### src/rtl/pipe_cla_pkg.sv
// Shared types and constants for the pipelined CLA adder/subtractor.
// Op encodings, lookahead group size and per-stage control payload.
package pipe_cla_pkg;

  localparam logic OP_ADD = 1'b0;
  localparam logic OP_SUB = 1'b1;

  localparam int CLA_GRP = 4;

  // Control half of a stage payload. The data half (a/b delay lines
  // and the skewed sum) depends on WIDTH and is built in the top.
  typedef struct packed {
    logic valid;
    logic carry;
    logic zero;
    logic ovf;
  } stg_ctl_t;

endpackage

### src/rtl/pipe_cla_addsub_cla_seg.sv
// cla_seg: combinational SEG-bit adder built from 4-bit lookahead groups.
// Ports: a, b, cin in; sum, cout (carry out of MSB), c_msb (carry into MSB).
module cla_seg
  import pipe_cla_pkg::*;
#(
  parameter int SEG = 8
) (
  input  logic [SEG-1:0] a,
  input  logic [SEG-1:0] b,
  input  logic           cin,
  output logic [SEG-1:0] sum,
  output logic           cout,
  output logic           c_msb
);

  localparam int NG = SEG / CLA_GRP;

  logic [SEG-1:0] g;
  logic [SEG-1:0] p;
  logic [SEG:0]   c;

  assign g = a & b;
  assign p = a ^ b;

  // Full lookahead inside each group; group carries chain between groups.
  always_comb begin
    int base;
    c    = '0;
    c[0] = cin;
    for (int j = 0; j < NG; j++) begin
      base = j * CLA_GRP;
      c[base+1] = g[base]
                | (p[base] & c[base]);
      c[base+2] = g[base+1]
                | (p[base+1] & g[base])
                | (p[base+1] & p[base] & c[base]);
      c[base+3] = g[base+2]
                | (p[base+2] & g[base+1])
                | (p[base+2] & p[base+1] & g[base])
                | (p[base+2] & p[base+1] & p[base]
                   & c[base]);
      c[base+4] = g[base+3]
                | (p[base+3] & g[base+2])
                | (p[base+3] & p[base+2] & g[base+1])
                | (p[base+3] & p[base+2] & p[base+1]
                   & g[base])
                | (p[base+3] & p[base+2] & p[base+1]
                   & p[base] & c[base]);
    end
  end

  assign sum   = p ^ c[SEG-1:0];
  assign cout  = c[SEG];
  assign c_msb = c[SEG-1];

endmodule

### src/rtl/pipe_cla_addsub.sv
// Pipelined CLA add/sub, one SEG-bit segment per stage, valid/ready both
// sides. Ports: clk, rst_n, in_valid/in_ready/in_a/in_b/in_cin/in_op,
// out_valid/out_ready/out_sum/out_cout/out_ovf/out_zero.
// Optional macro PIPE_CLA_SATURATE_EN clamps the result on signed overflow.
module pipe_cla_addsub
  import pipe_cla_pkg::*;
#(
  parameter int WIDTH = 32,
  parameter int SEG   = 8
) (
  input  logic             clk,
  input  logic             rst_n,
  input  logic             in_valid,
  output logic             in_ready,
  input  logic [WIDTH-1:0] in_a,
  input  logic [WIDTH-1:0] in_b,
  input  logic             in_cin,
  input  logic             in_op,
  output logic             out_valid,
  input  logic             out_ready,
  output logic [WIDTH-1:0] out_sum,
  output logic             out_cout,
  output logic             out_ovf,
  output logic             out_zero
);

  localparam int NSTG = WIDTH / SEG;

  typedef struct packed {
    stg_ctl_t         ctl;
    logic [WIDTH-1:0] a;
    logic [WIDTH-1:0] b;
    logic [WIDTH-1:0] sum;
  } stg_t;

  stg_t pipe [NSTG];
  stg_t last;
  logic stall;

  assign last     = pipe[NSTG-1];
  assign stall    = last.ctl.valid && !out_ready;
  assign in_ready = !stall;

  for (genvar k = 0; k < NSTG; k++) begin : g_stg
    stg_t           src;
    stg_t           nxt;
    stg_t           st;
    logic [SEG-1:0] s;
    logic           co;
    logic           cm;

    // B is inverted once at entry so every stage just adds.
    if (k == 0) begin : g_in
      always_comb begin
        src           = '0;
        src.ctl.valid = in_valid;
        src.ctl.carry = (in_op == OP_SUB) ? 1'b1 : in_cin;
        src.ctl.zero  = 1'b1;
        src.a         = in_a;
        src.b         = (in_op == OP_SUB) ? ~in_b : in_b;
      end
    end else begin : g_chain
      assign src = pipe[k-1];
    end

    cla_seg #(
      .SEG (SEG)
    ) u_seg (
      .a     (src.a[k*SEG +: SEG]),
      .b     (src.b[k*SEG +: SEG]),
      .cin   (src.ctl.carry),
      .sum   (s),
      .cout  (co),
      .c_msb (cm)
    );

    always_comb begin
      nxt                  = src;
      nxt.sum[k*SEG +: SEG] = s;
      nxt.ctl.carry        = co;
      nxt.ctl.zero         = src.ctl.zero && (s == '0);
      nxt.ctl.ovf          = 1'b0;
      if (k == NSTG - 1) begin
        nxt.ctl.ovf = cm ^ co;
`ifdef PIPE_CLA_SATURATE_EN
        // Clamped values are never zero, so zero drops with the clamp.
        if (nxt.ctl.ovf) begin
          nxt.sum = src.a[WIDTH-1]
                  ? {1'b1, {(WIDTH-1){1'b0}}}
                  : {1'b0, {(WIDTH-1){1'b1}}};
          nxt.ctl.zero = 1'b0;
        end
`endif
      end
    end

    always_ff @(posedge clk or negedge rst_n) begin
      if (!rst_n) begin
        st <= '0;
      end else if (!stall) begin
        st <= nxt;
      end
    end

    assign pipe[k] = st;

    if (k != NSTG - 1) begin : g_mid
      logic unused_cm;
      assign unused_cm = cm;
    end
  end

  // Operand delay lines are fully consumed by the last stage.
  logic unused_tail;
  assign unused_tail = ^{last.a, last.b};

  assign out_valid = last.ctl.valid;
  assign out_sum   = last.sum;
  assign out_cout  = last.ctl.carry;
  assign out_ovf   = last.ctl.ovf;
  assign out_zero  = last.ctl.zero;

endmodule
### config.mk
export PLATFORM = sky130hd
export DESIGN_NAME = pipe_cla_addsub
export DESIGN_NICKNAME = d
export VERILOG_FILES = /design/src/rtl/pipe_cla_pkg.sv /design/src/rtl/pipe_cla_addsub_cla_seg.sv /design/src/rtl/pipe_cla_addsub.sv
export SDC_FILE = /design/constraint.sdc
export NUM_CORES = 1
export LEC_CHECK = 0
export BUFFER_PORTS_ARGS = -buffer_cell sky130_fd_sc_hd__buf_4
export CORE_MARGIN = 3
export CORE_UTILIZATION = 35
export CTS_BUF_LIST = sky130_fd_sc_hd__clkbuf_4
export DETAILED_ROUTE_END_ITERATION = 8
export PLACE_DENSITY = 0.61
export SLEW_MARGIN = 5
export SYNTH_ARGS = -nofsm -noshare
export SYNTH_HDL_FRONTEND = slang
export SYNTH_SLANG_ARGS = --single-unit
### constraint.sdc
create_clock -name clk -period 3.9 [get_ports clk]
set_input_delay 0.78 -clock clk [delete_from_list [all_inputs] [get_ports clk]]
set_output_delay 0.78 -clock clk [all_outputs]
set_load 0.03 [all_outputs]
==> results_dict.tcl, run 1 <==
set metrics [dict create \
    grt_max_degree 200 \
    required_ns 4.36 \
    ys_seq_elements 189 \
    wl_per_cell_um 13.25 \
    die_h_um 163.4 \
    core_um2 23890 \
    cp_max_fo 15 \
    status "finished clean" \
    drive_gt1_frac 0.1406 \
    cts_sinks 189 \
    wirelength_um 18290 \
    regArea_um2 4730 \
    detail_route.vias_per_cell 4.527 \
    antenna_found_initial 1 \
    powerDensity_nw_per_um2 809.6 \
    cts-root-buf "clkbuf_4" \
    routabilityCongestion 0.8100 \
    drv_slew 0 \
    nNetsFinal 1157 \
    tns_ns 0 \
    die_area_um2 26700 \
    ir_drop_v 0.0008273 \
    rsz0062_at_grt "false" \
    post-place-ws_ns 0.5232 \
    grt_pass1_vias 6116 \
    ios 107 \
    ys_types 44 \
    cts_setup_buffers 0 \
    nFillCells 2433 \
    cts_inserted_buffers 17 \
    start_util 0.3629 \
    power_frac_comb 0.443 \
    cts.clk_slew.worst_paths_ns 0.16 \
    max_slew_margin 0.4164 \
    setup_viol 0 \
    die_w_um 163.4 \
    detail_route.first_pass.iterations 4 \
    synthTopCellsByArea "dfrtp_1 (55%), nand2_1 (19%), ha_1 (4.6%)" \
    fin_hold_ws_ns 0.2267 \
    avgSynthCellArea_um2 9.023 \
    cts_resized 0 \
    p_clk_frac 0.151 \
    area.growth.synth_to_final_pct 16.88 \
    finClkSkew_ns 0.02512 \
    ys_seq_area_frac 0.5455 \
    p_sw_frac 0.4122 \
    min_path_type "in2async" \
    htreeDepth 4 \
    cts_hold_buffers 0 \
    startpoint_type "primary input" \
    synth_flop_cell "dfrtp_1" \
    groute.usage.overall 0.1418 \
    crit_arrival_ns 3.31 \
    num_vias 6247 \
    p_int_w 0.004823 \
    synth-warning-count 0 \
    synth_edf_count 0 \
    fmax_mhz 350.7 \
    placement_rows 56 \
    power.total_w 0.008205 \
    postSynth.asyncResetShare 1.000 \
    multiInputGateArea_um2 3726 \
    syn_area_um2 8671 \
    drc 0 \
    synth_nets 1071 \
    period_needed_ns 2.852 \
    grt_overflow 0 \
    seqPwrFrac 0.406 \
    stdcell_count 1380 \
    hold_viol 0 \
    yosysTopAreaCell "dfrtp_1" \
    reg2reg_depth 10 \
    drt_iter0_drc 433 \
    p_sw_w 0.003382 \
    leakagePower_nw 5.108 \
    endpoint_kind "flip-flop" \
    clockBufferDepth 2 \
    ant_nets 0 \
    syn_inst 961 \
    insertion_delay_ns 0.57 \
    placed_cells 1347 \
    portBuffers 106 \
    setup_ws_ns 1.048 \
    cap_violations 0 \
    dp_hpwl_um 12630 \
    critPathKind "in2reg" \
    post-route-period-util 0.7312 \
    worst_pin_slew_ns 0.8754 \
    cts_tree "yes" \
    grt_pass1_wl_um 30630 \
    synth_top_area_frac 0.5455 \
]
==> power by group through the flow <==
stage	clock network, W	logic (W)	registers, W
finish	0.00124	0.00363	0.00333
global route	0.00135	0.00414	0.00345
global placement	0	0.00361	0.00337
floorplan	0	0.00233	0.00359
detailed placement	0	0.00367	0.00339
CTS	0.00128	0.00370	0.00335
==> worst max-delay path, stage by stage <==
cell and delay (ns):
buf_4 0.20, xor2_1 0.19, ha_1 0.34, o211ai_1 0.15
a21boi_0 0.36, nor2_1 0.12, inv_1 0.07, a21oi_1 0.08
fa_1 0.42, xor2_1 0.20, nand2_1 0.07, o41ai_1 0.33
==> cells in the mapped netlist, drive strengths merged (4+ instances only) <==
cell / n
o21ai: 39
clkbuf: 30
nand2: 429
nand2b: 7
buf: 15
fa: 8
nor3: 5
ha: 32
xor2: 25
a31oi: 4
dfrtp: 189
o31ai: 4
o211ai: 7
xnor2: 32
a21oi: 31
mux2i: 5
nor2: 50
inv: 12
==> final cells by class <==
cell class | instances | share of cell area
well taps | 319 | 0.03938
inverters | 12 | 0.004938
clock buffers | 17 | 0.01259
multi-input cells | 715 | 0.3677
diodes | 1 | 0.0002469
repair buffers | 112 | 0.08728
flip-flops and latches | 189 | 0.4667
clock inverters | 15 | 0.02123
==> layout by cell type, fill, tap and decap left out, types with 3 or more instances in the layout <==
master,synthesis,final
nand2_1,429,429
mux2i_1,5,5
xor2_1,25,25
dfrtp_1,189,189
clkbuf_4,0,17
nor2_1,50,50
inv_1,11,11
fa_1,8,8
o211ai_1,6,6
buf_12,0,3
o31ai_1,4,4
o21ai_0,38,38
bufinv_16,0,5
or2_2,3,3
buf_4,0,108
nand2b_1,7,7
a21oi_1,31,31
xnor2_1,32,32
clkinv_1,0,3
and2_1,3,3
nand3_1,3,3
a31oi_1,4,4
ha_1,32,32
inv_6,0,4
clkinvlp_4,0,3
a21o_1,3,3
nor3_1,5,5
==> metrics by stage <==
stage | util | cell area (um2)
after floorplan | - | 8671
after global placement | 0.4097 | 9789
after detailed placement | 0.4097 | 9789
after CTS | 0.4241 | 10130
after global routing | 0.4242 | 10130
final | 0.4242 | 10130
==> worst paths after layout <==
kind	to	from	slack [ns]
worst max register to register	g_stg[2].st[97]	g_stg[1].st[48]	1.28
max in group asynchronous	g_stg[0].st[53]	rst_n	2.83
worst min-delay path	out_sum[16]	rst_n	0.23
min in group clk	g_stg[0].st[82]	in_a[18]	0.39
worst min register to register	g_stg[1].st[61]	g_stg[0].st[61]	0.47
worst max-delay path	g_stg[0].st[97]	in_op	1.05
==> registers in the layout, indices dropped and copies added (netlist names) <==
signal and count:
g_stg.st 153, out_cout 1, out_ovf 1, out_sum 32, out_valid 1, out_zero 1
==> logic make-up after synthesis <==
logic type                 share of synthesized area
adders and majority gates                    0.06465
xor gates and xnor gates                     0.05758
muxes                                       0.005772
and+or+nand+nor                               0.2273
buffers and inverters                        0.02569
AOI/OAI and AO/OA                            0.07359
DFF                                           0.5455
==> metal layers <==
metal / global-route usage / vias up / routed length [um]
met5: 0 / - / 0
met4: 0.04037 / 0 / 224
met3: 0.02384 / 17 / 576
met2: 0.2162 / 98 / 8209
met1: 0.2086 / 2899 / 9277
li1: - / 3233 / -
Note: power is estimated with default switching activity, not from simulation.
==> run 2: changes to the inputs <==
- PLACE_DENSITY: 0.61 -> 0.63
- clock period: 3.9 -> 2.33 ns (I/O delays scaled with it)
==> run 2 against run 1 <==
The flow now finishes with violations (negative setup slack). Hold slack got worse by 0.15 ns. Clock power increased by 59%. Die area unchanged. Clock skew decreased by 0.0096 ns. Cell area increased by 4.2%. Largest cell class unchanged.
==> results_dict.tcl, run 2 (same netlist as run 1, synthesis figures left out) <==
set metrics [dict create \
    failed_checks "negative setup slack" \
    startpoint_type "flip-flop" \
    clockBufferDepth 2 \
    grt_pass1_wl_um 32290 \
    insertion_delay_ns 0.57 \
    num_vias 6476 \
    slowest_delay_ns 0.58 \
    portBuffers 106 \
    power.total_w 0.01435 \
    fin_hold_ws_ns 0.07636 \
    grt_overflow 0 \
    required_ns 2.80 \
    detail_route.vias_per_cell 4.561 \
    cts.clk_slew.worst_paths_ns 0.15 \
    hold_viol 0 \
    largest_reg_flops 153 \
    leakagePower_nw 5.317 \
    min_path_type "in2reg" \
    drive_gt1_frac 0.1873 \
    rsz0062_at_grt "true" \
    grt_max_degree 78 \
    max_slew_margin 0.7182 \
    cts_inserted_buffers 17 \
    groute.usage.overall 0.1496 \
    period_needed_ns 2.336 \
    antenna_found_initial 1 \
    multiInputGateArea_um2 3850 \
    critPathSlowestCell "fa_1" \
    die_w_um 163.4 \
    cp_max_fo 2 \
    grt_busiest_layer "met2" \
    cts_sinks 189 \
    endpoint_kind "flip-flop" \
    cts-root-buf "clkbuf_4" \
    wl_per_cell_um 13.34 \
    htreeDepth 4 \
    mostFrequentLayoutCells "nand2_1 (429), dfrtp_1 (189), buf_4 (147), nor2_1 (49), o21ai_0 (35)" \
    use_met3 0.02283 \
    start_util 0.3629 \
    nNetsFinal 1198 \
    crit_arrival_ns 2.81 \
    final_common_cell "nand2_1" \
    die_h_um 163.4 \
    fmax_mhz 428.0 \
    cts_tree "yes" \
    cpLargestDelayFamily "adder cells" \
    use_met1 0.2115 \
    powerDensity_nw_per_um2 1360 \
    gr-usage-met2 0.2378 \
    drv_slew 0 \
    regMostFlops "g_stg.st" \
    post-route-period-util 1.003 \
    grt_pass1_vias 6430 \
    die_area_um2 26700 \
    cp_cell_sequence "ha_4 > a211oi_4 > nor2_2 > o21ai_1 > nand2b_1 > fa_1 > nand4b_1 > nor2_1 > a32o_1" \
    ir_drop_v 0.0007308 \
    critPathKind "reg2reg" \
    drc 0 \
    setup_ws_ns -0.006436 \
    ios 107 \
    worst_pin_slew_ns 0.4227 \
    area.growth.synth_to_final_pct 21.75 \
    dp_hpwl_um 13820 \
    wirelength_um 18940 \
    status "finished, violations left" \
    cp_num_buf_inv 0 \
    finClkSkew_ns 0.01557 \
    regArea_um2 4730 \
    detail_route.first_pass.iterations 4 \
    nFillCells 2399 \
    core_um2 23890 \
    placement_rows 56 \
    setup_viol 1 \
    drt_iter0_drc 368 \
    routabilityCongestion 0.8052 \
    ant_nets 0 \
    cap_violations 0 \
]
run 2: through the flow:
stage                     instances  cell area, um2    util  setup slack, ns  setup TNS, ns
final                          1420           10560  0.4418        -0.006436      -0.006436
after CTS                      1418           10460  0.4376        -0.006549      -0.006549
after floorplan                 961            8702       -          -0.3522        -0.5490
after detailed placement       1386           10110  0.4230          -0.3032        -0.6547
after global routing           1420           10560  0.4418          -0.1297        -0.2364
after global placement         1386           10110  0.4230          -0.2686        -0.2900
run 2: worst min-delay path, cell delays in order:
cell and delay (ns):
buf_4 0.08, nand2_1 0.04, nand2_1 0.05
run 2: path summary, 6_finish.rpt:
path,slack [ns],endpoint,from,cells past startpoint
setup / recovery,-0.006,g_stg[2].st[97],g_stg[1].st[48],9
hold / removal,0.08,g_stg[0].st[82],in_a[18],3
setup reg to reg,-0.006,g_stg[2].st[97],g_stg[1].st[48],9
hold reg to reg,0.48,g_stg[2].st[99],g_stg[2].st[99],2
max in group asynchronous,1.26,g_stg[1].st[4],rst_n,3
min in group asynchronous,0.34,g_stg[1].st[90],rst_n,2
run 2: power by group:
group | switching [W] | internal [W]
Combinational | 0.00388 | 0.00290
Clock | 0.00109 | 0.000880
Sequential | 0.000893 | 0.00471
Total | 0.00586 | 0.00849
run 2: per-layer routing:
metal / wire (um) / share of wire
met5: 0 / 0
met3: 565 / 0.030
met1: 9188 / 0.49
met2: 8879 / 0.47
met4: 309 / 0.016
run 2: timing repair:
action | 4_1_cts | 5_1_grt
setup endpoints to repair | 4 | 4
setup buffers | 1 | 1
hold endpoints to repair | 32 | 0
gates resized for setup | 6 | 13
pin swaps | 6 | 5
hold buffers | 1 | 0
run 2: cell type report:
cell class | instances | share of cell area
well taps | 319 | 0.03781
clock inverters | 11 | 0.01588
multi-input cells | 715 | 0.3647
diodes | 1 | 0.0002371
flip-flops and latches | 189 | 0.4480
clock buffers | 20 | 0.01422
inverters | 12 | 0.004741
repair buffers | 153 | 0.1144
==> run 3: changes to the inputs <==
- CORE_MARGIN: 3 -> unset
- CORE_UTILIZATION: 35 -> 52
- PLACE_DENSITY: 0.63 -> 0.83
==> run 3 against run 2 <==
The run now ends clean. Sequential cell count stayed put. Via count is 3.0% higher. Routed wire length is 7.8% lower. Register-to-register slack hardly changed. Die area is 36% lower. Clock power is 17% lower. Cell area is 1.4% lower. Clock skew is 0.0023 ns higher. Cell count is 7.2% lower.
==> results_dict.tcl, run 3 (same netlist as run 1, synthesis figures left out) <==
set metrics [dict create \
    groute.usage.overall 0.2175 \
    cts_tree "yes" \
    powerDensity_nw_per_um2 1367 \
    cp_max_fo 2 \
    dp_hpwl_um 12770 \
    die_h_um 131.1 \
    rsz0062_at_grt "true" \
    mostFrequentLayoutCells "nand2_1 (429), dfrtp_1 (189), buf_4 (148), nor2_1 (50), o21ai_0 (35)" \
    wl_per_cell_um 13.26 \
    worst_pin_slew_ns 0.4944 \
    detail_route.first_pass.iterations 5 \
    antenna_found_initial 1 \
    die_w_um 131.1 \
    crit_arrival_ns 2.79 \
    insertion_delay_ns 0.57 \
    drive_gt1_frac 0.1880 \
    placed_cells 1278 \
    largest_reg_flops 153 \
    startpoint_type "flip-flop" \
    routabilityCongestion 0.8318 \
    endpoint_kind "flip-flop" \
    multiInputGateArea_um2 3857 \
    grt_pass1_vias 6560 \
    cts_sinks 189 \
    wl_met1_um 7720 \
    cts.clk_slew.worst_paths_ns 0.14 \
    wl_met3_um 678 \
    cts_inserted_buffers 17 \
    ant_nets 0 \
    utilization 0.6484 \
    drc 0 \
    wirelength_um 17470 \
    num_vias 6672 \
    cap_violations 0 \
    grt_overflow 0 \
    grt_max_degree 82 \
    drv_slew 0 \
    regArea_um2 4730 \
    grt_pass1_wl_um 30130 \
    core_um2 16060 \
    detail_route.vias_per_cell 5.062 \
    ios 107 \
    regMostFlops "g_stg.st" \
    ir_drop_v 0.0006791 \
    nNetsFinal 1201 \
    post-route-period-util 0.9972 \
    final_common_cell "nand2_1" \
    nFillCells 1305 \
    status "finished clean" \
    drt_iter0_drc 479 \
    die_area_um2 17200 \
    required_ns 2.80 \
    portBuffers 106 \
    max_slew_margin 0.6704 \
    htreeDepth 4 \
    leakagePower_nw 5.318 \
    finClkSkew_ns 0.01782 \
    min_path_type "in2reg" \
    placement_rows 46 \
    area.growth.synth_to_final_pct 20.07 \
    start_util 0.5400 \
    clockBufferDepth 2 \
    met2_wirelength_um 8809 \
    fmax_mhz 430.4 \
    setup_viol 0 \
    maxUsedRoutingLayer "met4" \
    stdcell_count 1318 \
    hold_viol 0 \
    cts-root-buf "clkbuf_4" \
    period_needed_ns 2.323 \
    critPathKind "reg2reg" \
]
==> run 3: path summary, 6_finish.rpt <==
check	start	to	slack, ns	cells past startpoint
min	in_a[19]	g_stg[0].st[83]	0.08	3
min in group asynchronous	rst_n	out_sum[17]	0.41	2
min reg2reg	g_stg[2].st[99]	g_stg[2].st[99]	0.48	2
max reg2reg	g_stg[1].st[48]	g_stg[2].st[97]	0.007	11
max	g_stg[1].st[48]	g_stg[2].st[97]	0.007	11
max in group asynchronous	rst_n	g_stg[2].st[0]	1.24	3
==> run 3: layer usage <==
metal	up-vias	global-route usage
met5	-	0
met4	0	0.07386
met3	20	0.03665
met2	133	0.3661
met1	3197	0.2853
li1	3322	-
==> run 3: power by group <==
| group | switching [W] | total (W) | internal [W] |
|---|---|---|---|
| Clock | 0.000996 | 0.00164 | 0.000644 |
| Combinational | 0.00393 | 0.00698 | 0.00304 |
| Sequential | 0.000903 | 0.00561 | 0.00471 |
==> run 3: cell type report <==
cell class | instances | share of cell area
well taps | 216 | 0.02596
multi-input cells | 715 | 0.3705
clock inverters | 9 | 0.009494
diodes | 1 | 0.0002404
inverters | 12 | 0.004567
repair buffers | 156 | 0.1205
flip-flops and latches | 189 | 0.4543
clock buffers | 20 | 0.01442
==> run 3: through the flow <==
step	TNS (ns)	instance area [um2]	setup slack (ns)	power, W	hold WS [ns]
floorplan	-0.5490	8702	-0.3522	0.009924	0.1704
global placement	-0.2324	9962	-0.2324	0.01184	0.4432
detailed placement	-0.7632	9962	-0.3070	0.01216	0.4515
CTS	0	10290	0.007540	0.01397	0.04170
global route	-0.2034	10410	-0.09441	0.01539	0.04709
finish	0	10410	0.006629	0.01423	0.07840
==> run 3: timing repair <==
| item | CTS | global route |
|---|---|---|
| gates resized for setup | 8 | 12 |
| hold buffers | 1 | 0 |
| endpoints found under the hold margin | 56 | 0 |
| buffers inserted | 4 | 5 |
| pin swaps | 5 | 10 |
| setup endpoints to repair | 5 | 5 |
==> run 3: worst max-delay path, stage by stage, from the launching register on <==
cell and delay, ns:
dfrtp_1 0.44, ha_4 0.30, a211oi_4 0.06, buf_4 0.14, buf_4 0.12, buf_4 0.12, buf_4 0.12, buf_4 0.12
o211ai_1 0.24, nand2_1 0.15, mux2i_1 0.15, a32o_1 0.26
